## src/rtl/cdb_arbiter.sv

```systemverilog
`default_nettype none
// ============================================================================
// Module      : cdb_arbiter
// Description : Common data bus arbiter. Grants one execution-side requester
//               per cycle (round-robin with a bounded-priority override for
//               PRIO_IDX) and registers the winner's ROB tag/result onto the
//               CDB with one cycle of latency.
//               Optional macro CDB_ARB_STATS_EN adds internal grant, stall and
//               idle counters (hierarchical access only, no extra ports).
// Revision    : 1.0 - initial release
// ============================================================================
module cdb_arbiter #(
  parameter int NUM_REQ  = 3,
  parameter int TAG_BITS = 4,
  parameter int DATA_W   = 32,
  parameter int PRIO_IDX = 2,
  parameter int PRIO_MAX = 2
) (
  input  logic                         clk,
  input  logic                         rst,        // asynchronous, active-low
  input  logic                         flush,
  input  logic [NUM_REQ-1:0]           req_valid,
  input  logic [NUM_REQ*TAG_BITS-1:0]  req_tag,
  input  logic [NUM_REQ*DATA_W-1:0]    req_data,
  output logic [NUM_REQ-1:0]           req_ready,
  output logic                         cdb_valid,
  output logic [TAG_BITS-1:0]          cdb_tag,
  output logic [DATA_W-1:0]            cdb_data,
  output logic [1:0]                   cdb_src
);

  localparam int PTR_W = (NUM_REQ > 1) ? $clog2(NUM_REQ) : 1;
  localparam int CNT_W = (PRIO_MAX > 0) ? $clog2(PRIO_MAX + 1) : 1;
  localparam logic [PTR_W-1:0] LAST_IDX = PTR_W'(NUM_REQ - 1);
  localparam logic [PTR_W-1:0] PRIO_PTR = PTR_W'(PRIO_IDX);
  localparam logic [CNT_W-1:0] PRIO_LIM = CNT_W'(PRIO_MAX);

  logic [PTR_W-1:0]    rr_ptr_q, rr_ptr_d;
  logic [CNT_W-1:0]    prio_cnt_q, prio_cnt_d;
  logic                cdb_valid_q;
  logic [TAG_BITS-1:0] cdb_tag_q;
  logic [DATA_W-1:0]   cdb_data_q;
  logic [1:0]          cdb_src_q;

  logic                grant_any;
  logic                override;
  logic [PTR_W-1:0]    grant_idx;
  logic [TAG_BITS-1:0] sel_tag;
  logic [DATA_W-1:0]   sel_data;

  // Grant selection: flush suppresses everything, then override, then round-robin
  always_comb begin
    int idx;
    idx       = 0;
    grant_any = 1'b0;
    override  = 1'b0;
    grant_idx = '0;
    if (!flush) begin
      if (req_valid[PRIO_IDX] && (prio_cnt_q < PRIO_LIM)) begin
        grant_any = 1'b1;
        override  = 1'b1;
        grant_idx = PRIO_PTR;
      end else begin
        for (int k = 0; k < NUM_REQ; k++) begin
          // explicit wrap so NUM_REQ need not be a power of two
          idx = int'(rr_ptr_q) + k;
          if (idx >= NUM_REQ) idx = idx - NUM_REQ;
          if (!grant_any && req_valid[idx]) begin
            grant_any = 1'b1;
            grant_idx = PTR_W'(idx);
          end
        end
      end
    end
  end

  // One-hot ready plus mux of the winner's tag/data; ready is held low in reset
  always_comb begin
    req_ready = '0;
    sel_tag   = '0;
    sel_data  = '0;
    for (int i = 0; i < NUM_REQ; i++) begin
      if (grant_any && (grant_idx == PTR_W'(i))) begin
        req_ready[i] = rst;
        sel_tag      = req_tag[i*TAG_BITS +: TAG_BITS];
        sel_data     = req_data[i*DATA_W +: DATA_W];
      end
    end
  end

  // Next-state for round-robin pointer and override counter (both hold on flush)
  always_comb begin
    rr_ptr_d   = rr_ptr_q;
    prio_cnt_d = prio_cnt_q;
    if (grant_any) begin
      rr_ptr_d = (grant_idx == LAST_IDX) ? '0 : grant_idx + 1'b1;
    end
    if (!flush) begin
      if (!req_valid[PRIO_IDX]) begin
        prio_cnt_d = '0;
      end else if (override) begin
        prio_cnt_d = (prio_cnt_q < PRIO_LIM) ? prio_cnt_q + 1'b1 : prio_cnt_q;
      end else if (grant_any) begin
        prio_cnt_d = '0;
      end
    end
  end

  // Arbitration state registers
  always_ff @(posedge clk or negedge rst) begin
    if (!rst) begin
      rr_ptr_q   <= '0;
      prio_cnt_q <= '0;
    end else begin
      rr_ptr_q   <= rr_ptr_d;
      prio_cnt_q <= prio_cnt_d;
    end
  end

  // CDB output register; tag/data/src hold when nothing is granted
  always_ff @(posedge clk or negedge rst) begin
    if (!rst) begin
      cdb_valid_q <= 1'b0;
      cdb_tag_q   <= '0;
      cdb_data_q  <= '0;
      cdb_src_q   <= '0;
    end else begin
      cdb_valid_q <= grant_any;
      if (grant_any) begin
        cdb_tag_q  <= sel_tag;
        cdb_data_q <= sel_data;
        cdb_src_q  <= 2'(grant_idx);
      end
    end
  end

  assign cdb_valid = cdb_valid_q;
  assign cdb_tag   = cdb_tag_q;
  assign cdb_data  = cdb_data_q;
  assign cdb_src   = cdb_src_q;

`ifdef CDB_ARB_STATS_EN
  logic [31:0] grant_cnt_q [NUM_REQ];
  logic [31:0] stall_cnt_q [NUM_REQ];
  logic [31:0] idle_cnt_q;

  // Statistics: grants, stalls (valid but not granted outside flush), idle cycles
  always_ff @(posedge clk or negedge rst) begin
    if (!rst) begin
      for (int i = 0; i < NUM_REQ; i++) begin
        grant_cnt_q[i] <= '0;
        stall_cnt_q[i] <= '0;
      end
      idle_cnt_q <= '0;
    end else begin
      for (int i = 0; i < NUM_REQ; i++) begin
        if (req_valid[i] && req_ready[i]) grant_cnt_q[i] <= grant_cnt_q[i] + 32'd1;
        if (req_valid[i] && !req_ready[i] && !flush) stall_cnt_q[i] <= stall_cnt_q[i] + 32'd1;
      end
      if (!grant_any) idle_cnt_q <= idle_cnt_q + 32'd1;
    end
  end
`endif

endmodule
`default_nettype wire

```

## config.mk

```make
export PLATFORM = sky130hd
export DESIGN_NAME = cdb_arbiter
export DESIGN_NICKNAME = d
export VERILOG_FILES = /design/src/rtl/cdb_arbiter.sv
export SDC_FILE = /design/constraint.sdc
export NUM_CORES = 1
export LEC_CHECK = 0
export BUFFER_PORTS_ARGS = -buffer_cell sky130_fd_sc_hd__buf_2
export CAP_MARGIN = 25
export CORE_MARGIN = 10
export CORE_UTILIZATION = 47
export CTS_CLUSTER_SIZE = 20
export DETAILED_ROUTE_END_ITERATION = 6
export MAX_ROUTING_LAYER = met4
export PLACE_DENSITY_LB_ADDON = 0.2
export SYNTH_ARGS = -nofsm -noshare
export SYNTH_HDL_FRONTEND = slang
export SYNTH_SLANG_ARGS = --single-unit
export TNS_END_PERCENT = 10
```

## constraint.sdc

```tcl
create_clock -name clk -period 5.2 [get_ports clk]
set_input_delay 0.52 -clock clk [delete_from_list [all_inputs] [get_ports clk]]
set_output_delay 0.52 -clock clk [all_outputs]
set_load 0.02 [all_outputs]
```

# ---- Word-level counts from Yosys, hierarchy flattened
# Index checks and enable logic that the tools add are counted.
dict set report totals {
  input_bits 114
  elab_cells 83
  memories 0
  ff_bits 43
  ramBits 0
  romBits 0
  out_inout_bits 42
  latch_bits 0
}
dict set report classes {
  n_reduce_logical 10
  n_eq_ne 4
  n_div 0
  n_mux 48
  n_shift 0
  order_cmp 7
  n_bitwise 1
  addsub 7
  multipliers 0
}
# op n
set ops {}
lappend ops {{32-bit two-way mux} 12}
lappend ops {{32-bit by 4-bit < comparator with 1-bit output, second input constant} 3}
lappend ops {{1-bit two-way mux} 20}
lappend ops {{2-bit two-way mux} 10}
lappend ops {{4-bit two-way mux} 3}
lappend ops {{3-bit by 2-bit subtractor with 4-bit output, second input constant} 2}
lappend ops {{1-bit binary-select mux with 2-bit select} 3}
lappend ops {{3-bit by 2-bit >= comparator with 1-bit output, second input constant} 2}
lappend ops {{1-bit logical AND} 6}
lappend ops {{2-bit by 1-bit adder with 2-bit output, second input constant} 2}
lappend ops {{2-bit by 1-bit adder with 3-bit output, second input constant} 1}
lappend ops {{2-bit by 2-bit adder with 3-bit output, second input constant} 1}
lappend ops {{3-bit by 1-bit != test with 1-bit output, second input constant} 1}
lappend ops {{3-bit by 2-bit != test with 1-bit output, second input constant} 1}
lappend ops {{3-bit AND reduction} 1}
lappend ops {{2-bit by 2-bit subtractor with 3-bit output, second input constant} 1}
lappend ops {{2-bit by 1-bit == test with 1-bit output, second input constant} 1}
lappend ops {{2-bit == test, second input constant} 1}
lappend ops {{2-bit >= comparator, second input constant} 1}
lappend ops {{1-bit logical NOT} 2}
lappend ops {{2-bit logical NOT} 1}
lappend ops {{2-bit < comparator, second input constant} 1}
lappend ops {{1-bit inverter} 1}

# ---- Logic depth before layout (Yosys ltp)
dict set report logic_depth {
  depth_word 25
  depth_mapped 11
  depth_no_buf 9
}

# ---- Worst setup path after synthesis
# No wires, ideal clock.
dict set report synth_path {
  kind {register -> output}
  start {register rr_ptr_q[0]}
  end {output port req_ready[2]}
  slack_ns 2.469
  required_time_ns 4.680
  path_buffers 2
  arrival_time_ns 2.211
  path_stages_with_launch 10
  path_cell_list {dfrtp_1 -> inv_1 -> ha_1 -> buf_6 -> a21bo_1 -> a21oi_4 -> nor3_2 -> a21o_1 -> buf_2 -> nor3_1}
}
dict set report synth_between {
  elab_chain_cells 23
  word_cells_on_any_way 47
  classes_between {5 x add/sub; 3 x order compare; 1 x eq/ne; 33 x mux; 5 x reduce/logical}
}
# item line_no
set synth_lines {}
lappend synth_lines {{start, declared} 38} ;# logic [PTR_W-1:0] rr_ptr_q, rr_ptr_d;
lappend synth_lines {{start signal, assigned} 115} ;# rr_ptr_q <= rr_ptr_d;
lappend synth_lines {{2-bit by 2-bit subtractor with 3-bit output or 2-bit >= comparator (tied branches)} 67} ;# if (idx >= NUM_REQ) idx = idx - NUM_REQ;
lappend synth_lines {{32-bit two-way mux} 67}
lappend synth_lines {{32-bit two-way mux} 59} ;# if (req_valid[PRIO_IDX] && (prio_cnt_q < PRIO_LIM)) begin
lappend synth_lines {{32-bit two-way mux} 58} ;# if (!flush) begin
lappend synth_lines {{1-bit binary-select mux with 2-bit select} 68} ;# if (!grant_any && req_valid[idx]) begin
lappend synth_lines {{1-bit two-way mux (not written as such) (2 in series)} 68}
lappend synth_lines {{1-bit two-way mux} 68}
lappend synth_lines {{1-bit two-way mux} 59}
lappend synth_lines {{[6 not listed]} --}
lappend synth_lines {{1-bit logical NOT} 68}
lappend synth_lines {{1-bit logical AND} 68}
lappend synth_lines {{2-bit two-way mux} 68}
lappend synth_lines {{2-bit two-way mux} 59}
lappend synth_lines {{2-bit two-way mux} 58}
lappend synth_lines {{2-bit == test} 83} ;# if (grant_any && (grant_idx == PTR_W'(i))) begin
lappend synth_lines {{1-bit logical AND (*)} 83}
lappend synth_lines {{1-bit two-way mux (*)} 83}
lappend synth_lines {{end, declared} 25} ;# output logic [NUM_REQ-1:0] req_ready,
# Every way passes the cells marked *; elsewhere a longest branch is shown, timed or not. The select of a mux whose other input is x is not followed.

# ---- Final worst setup path
dict set report layout_path {
  start {register rr_ptr_q[0]}
  end {output port req_ready[0]}
}
dict set report layout_between {
  elab_chain_cells 23
  word_cells_on_any_way 47
  classes_between {5 x add/sub; 3 x order compare; 33 x mux; 6 x reduce/logical}
}
# item line_no
set layout_lines {}
lappend layout_lines {{2-bit by 2-bit subtractor with 3-bit output or 2-bit >= comparator (tied branches)} 67}
lappend layout_lines {{32-bit two-way mux} 67}
lappend layout_lines {{32-bit two-way mux} 59}
lappend layout_lines {{32-bit two-way mux} 58}
lappend layout_lines {{1-bit binary-select mux with 2-bit select} 68}
lappend layout_lines {{1-bit two-way mux (not written as such) (2 in series)} 68}
lappend layout_lines {{1-bit two-way mux} 68}
lappend layout_lines {{1-bit two-way mux} 59}
lappend layout_lines {{[6 not listed]} --}
lappend layout_lines {{1-bit logical NOT} 68}
lappend layout_lines {{1-bit logical AND} 68}
lappend layout_lines {{2-bit two-way mux} 68}
lappend layout_lines {{2-bit two-way mux} 59}
lappend layout_lines {{2-bit two-way mux} 58}
lappend layout_lines {{2-bit logical NOT} 83}
lappend layout_lines {{1-bit logical AND (*)} 83}
lappend layout_lines {{1-bit two-way mux (*)} 83}
# Marked as above.

==> out/qor.csv <==
metric;value;unit
floorplan.initialDensity;49.18;%
worst_pin_slew;0.8916;ns
wirelength;8.639;mm
rsz0062_at_grt;false;
first_pass_iters;4;
ant_nets;0;
hold_path_depth;2;
maxSlewViolCount;0;
cts_buffers;5;
fin_nets;595;
core-area;0.005205;mm²
powerDensity;552.7;mW/mm²
arrival;2.81;ns
tns;0;ns
final_util;66.73;%
setup_viol;0;
antenna_found_initial;0;
drive_above_1_share;36.74;%
crit_fanout;31;
clk_pin_slew;0.09;ns
cpLargestDelayFamily;compound AO/OA/AOI/OAI gates;
pin_count;156;
h-tree-depth;2;
synth_fp_nets;451;
grtUsageTotal;19.84;%
die_width;93.80;µm
peakVddDrop;0.3144;mV
viasPerCell;5.162;
crit_cells;9;
rows;26;
max-cap-violations;0;
synth_seq_cells;43;
n_antenna_cell;0;
vias;2834;
dr.first_iter.drc_count;83;
synth.distinct_cells;32;
rr_worst_depth;9;
clockBufferDepth;2;
fmax;0.3006;GHz
die-area;0.008798;mm²
crit_slowest_cell;o2111ai_4;
cts_tree;built;
hold_path_class;flop to flop;
final_cell_count_no_fill;549;
grt_pass1_wl;13.75;mm
placedCellCount;539;
die_h;93.80;µm
slowest_delay;0.62;ns
hpwlAfterDp;6.693;mm
gp_congestion;0.8462;
finalHoldViolCount;0;
drc;0;
dp_slack;2.070;ns
skew;0.007924;ns
crit_required;4.68;ns
syn_inst;334;
first_global_vias;2896;
wl_per_cell;15.74;µm
synth_area_per_cell;7.665;µm²
ys_seq_area_share;42.03;%
worstPathCellList;inv_1, ha_1, a21bo_1, a21oi_4, nor4b_2, o2111ai_4, nand2_1, nor3_2, buf_2;
syn_area;0.002560;mm²
area.growth.synth_to_final;35.68;%
cts_num_sinks;43;
p_leak;1.862;nW
crit_type;flop to output port;
root_buffer;clkbuf_8;
fin_ws;1.873;ns
min_period;3.327;ns
clock_latency;0.30;ns
slew_headroom;40.56;%
startpoint_type;flop;
crit_buf_inv;2;
yosys_warnings;0;
fin_crit_sh;63.97;%
numPortBuffers;155;
grt_start_max_net_pins;48;
end_kind;output port;
grt.overflow.total;0;
status;completed;
[where the power goes]
part / switching, W / total [W] / internal (W)
sequential: 0.0000812 / 0.000571 / 0.000489
combinational: 0.000687 / 0.00108 / 0.000390
clock: 0.000116 / 0.000272 / 0.000155
total: 0.000884 / 0.00192 / 0.00104
[cell usage in the layout, fill, tap and decap left out, types with 2 or more instances in the layout]
cell type and count:
buf_2 155, nand2_1 115, o21ai_1 64, dfrtp_1 43, and3_1 36, o21ai_0 13, inv_1 6, clkbuf_8 6
buf_4 4, nor2b_1 3, nand3_1 3, ha_1 3, o21a_1 2, nor3_2 2, a21o_1 2, nor2_1 2
a22o_1 2
[path summary, 6_finish.rpt]
path	startpoint	slack, ns	end
max in group asynchronous	rst	4.23	cdb_data[22]
worst max register to register	rr_ptr_q[0]	2.09	cdb_data[28]
min in group asynchronous	rst	0.55	cdb_data[28]
worst max-delay path	rr_ptr_q[0]	1.87	req_ready[0]
worst min-delay path	cdb_data[13]	0.48	cdb_data[13]
worst min register to register	cdb_data[13]	0.48	cdb_data[13]
[synth_stat cells]
master | n | area (µm²)
a21bo_1 | 1 | 10.01
a21o_1 | 2 | 15.01
a21oi_1 | 1 | 5.000
a21oi_4 | 1 | 16.27
a22o_1 | 2 | 17.52
a22oi_2 | 1 | 12.51
and3_1 | 36 | 225.2
buf_2 | 12 | 60.06
buf_4 | 1 | 7.510
buf_6 | 4 | 45.04
clkbuf_1 | 7 | 26.28
dfrtp_1 | 43 | 1076
ha_1 | 3 | 37.54
inv_1 | 6 | 22.52
inv_2 | 1 | 3.750
mux2i_1 | 1 | 10.01
nand2_1 | 115 | 431.7
nand3_1 | 3 | 15.01
nand3b_1 | 1 | 7.510
nor2_1 | 2 | 7.510
nor2b_1 | 3 | 18.77
nor3_1 | 1 | 5.000
nor3_2 | 2 | 20.02
nor4b_2 | 1 | 15.01
o2111ai_2 | 1 | 15.01
o21a_1 | 2 | 15.01
o21ai_0 | 13 | 65.06
o21ai_1 | 64 | 320.3
o21ai_2 | 1 | 8.760
o311ai_1 | 1 | 8.760
o31ai_1 | 1 | 7.510
o32ai_1 | 1 | 8.760
[metal layers]
layer,GRT usage (%),part of all wire (%)
met1,23.39,41
met4,4.430,1.1
met2,32.09,47
met3,6.635,10
met5,-,0
[flip-flops by register name, indices dropped and copies added, names as in the netlist]
signal / count
cdb_tag: 4
prio_cnt_q: 2
cdb_src: 2
cdb_data: 32
rr_ptr_q: 2
cdb_valid: 1
[per-stage QoR]
stage / total power (W) / area [µm²] / hold WS [ns]
CTS: 0.001942 / 3443 / 0.4084
global placement: 0.001636 / 3326 / 0.4627
global route: 0.002088 / 3473 / 0.4898
floorplan: 0.001337 / 2560 / 0.2244
finish: 0.001920 / 3473 / 0.4826
detailed placement: 0.001669 / 3326 / 0.4708
[worst register-to-register path, cell delays in order, from the launching register on]
cell and delay [ns]:
dfrtp_1 0.36, inv_1 0.08, ha_1 0.42, a22oi_2 0.24, a21oi_4 0.10, nor3_2 0.24
a21o_1 0.74, inv_2 0.52, o21ai_1 0.21, o21ai_1 0.09
[final cells by class]
class	instances	area [µm²]
well taps	70	87.58
flip-flops and latches	43	1076
clock buffers	6	82.58
repair buffers	161	835.8
clock inverters	2	35.03
inverters	7	26.28
fillers	484	1732
multi-input cells	260	1330
[kinds of logic after synthesis]
kind of cell / count (synthesis) / share of synthesized area (%)
flip-flops: 43 / 42.03
AND/OR/NAND/NOR: 164 / 29.13
adder cells (fa/ha/maj): 3 / 1.466
AO/OA/AOI/OAI: 92 / 20.53
multiplexers: 1 / 0.3910
buffers and inverters: 31 / 6.452
[what timing repair did]
action | 4_1_cts | 5_1_grt
gates resized for setup | 0 | 0
hold buffers | 0 | 1
setup endpoints to repair | 0 | 0
endpoints found under the hold margin | 0 | 2
buffers inserted | 0 | 0
Power figures use the tool's default switching activity.
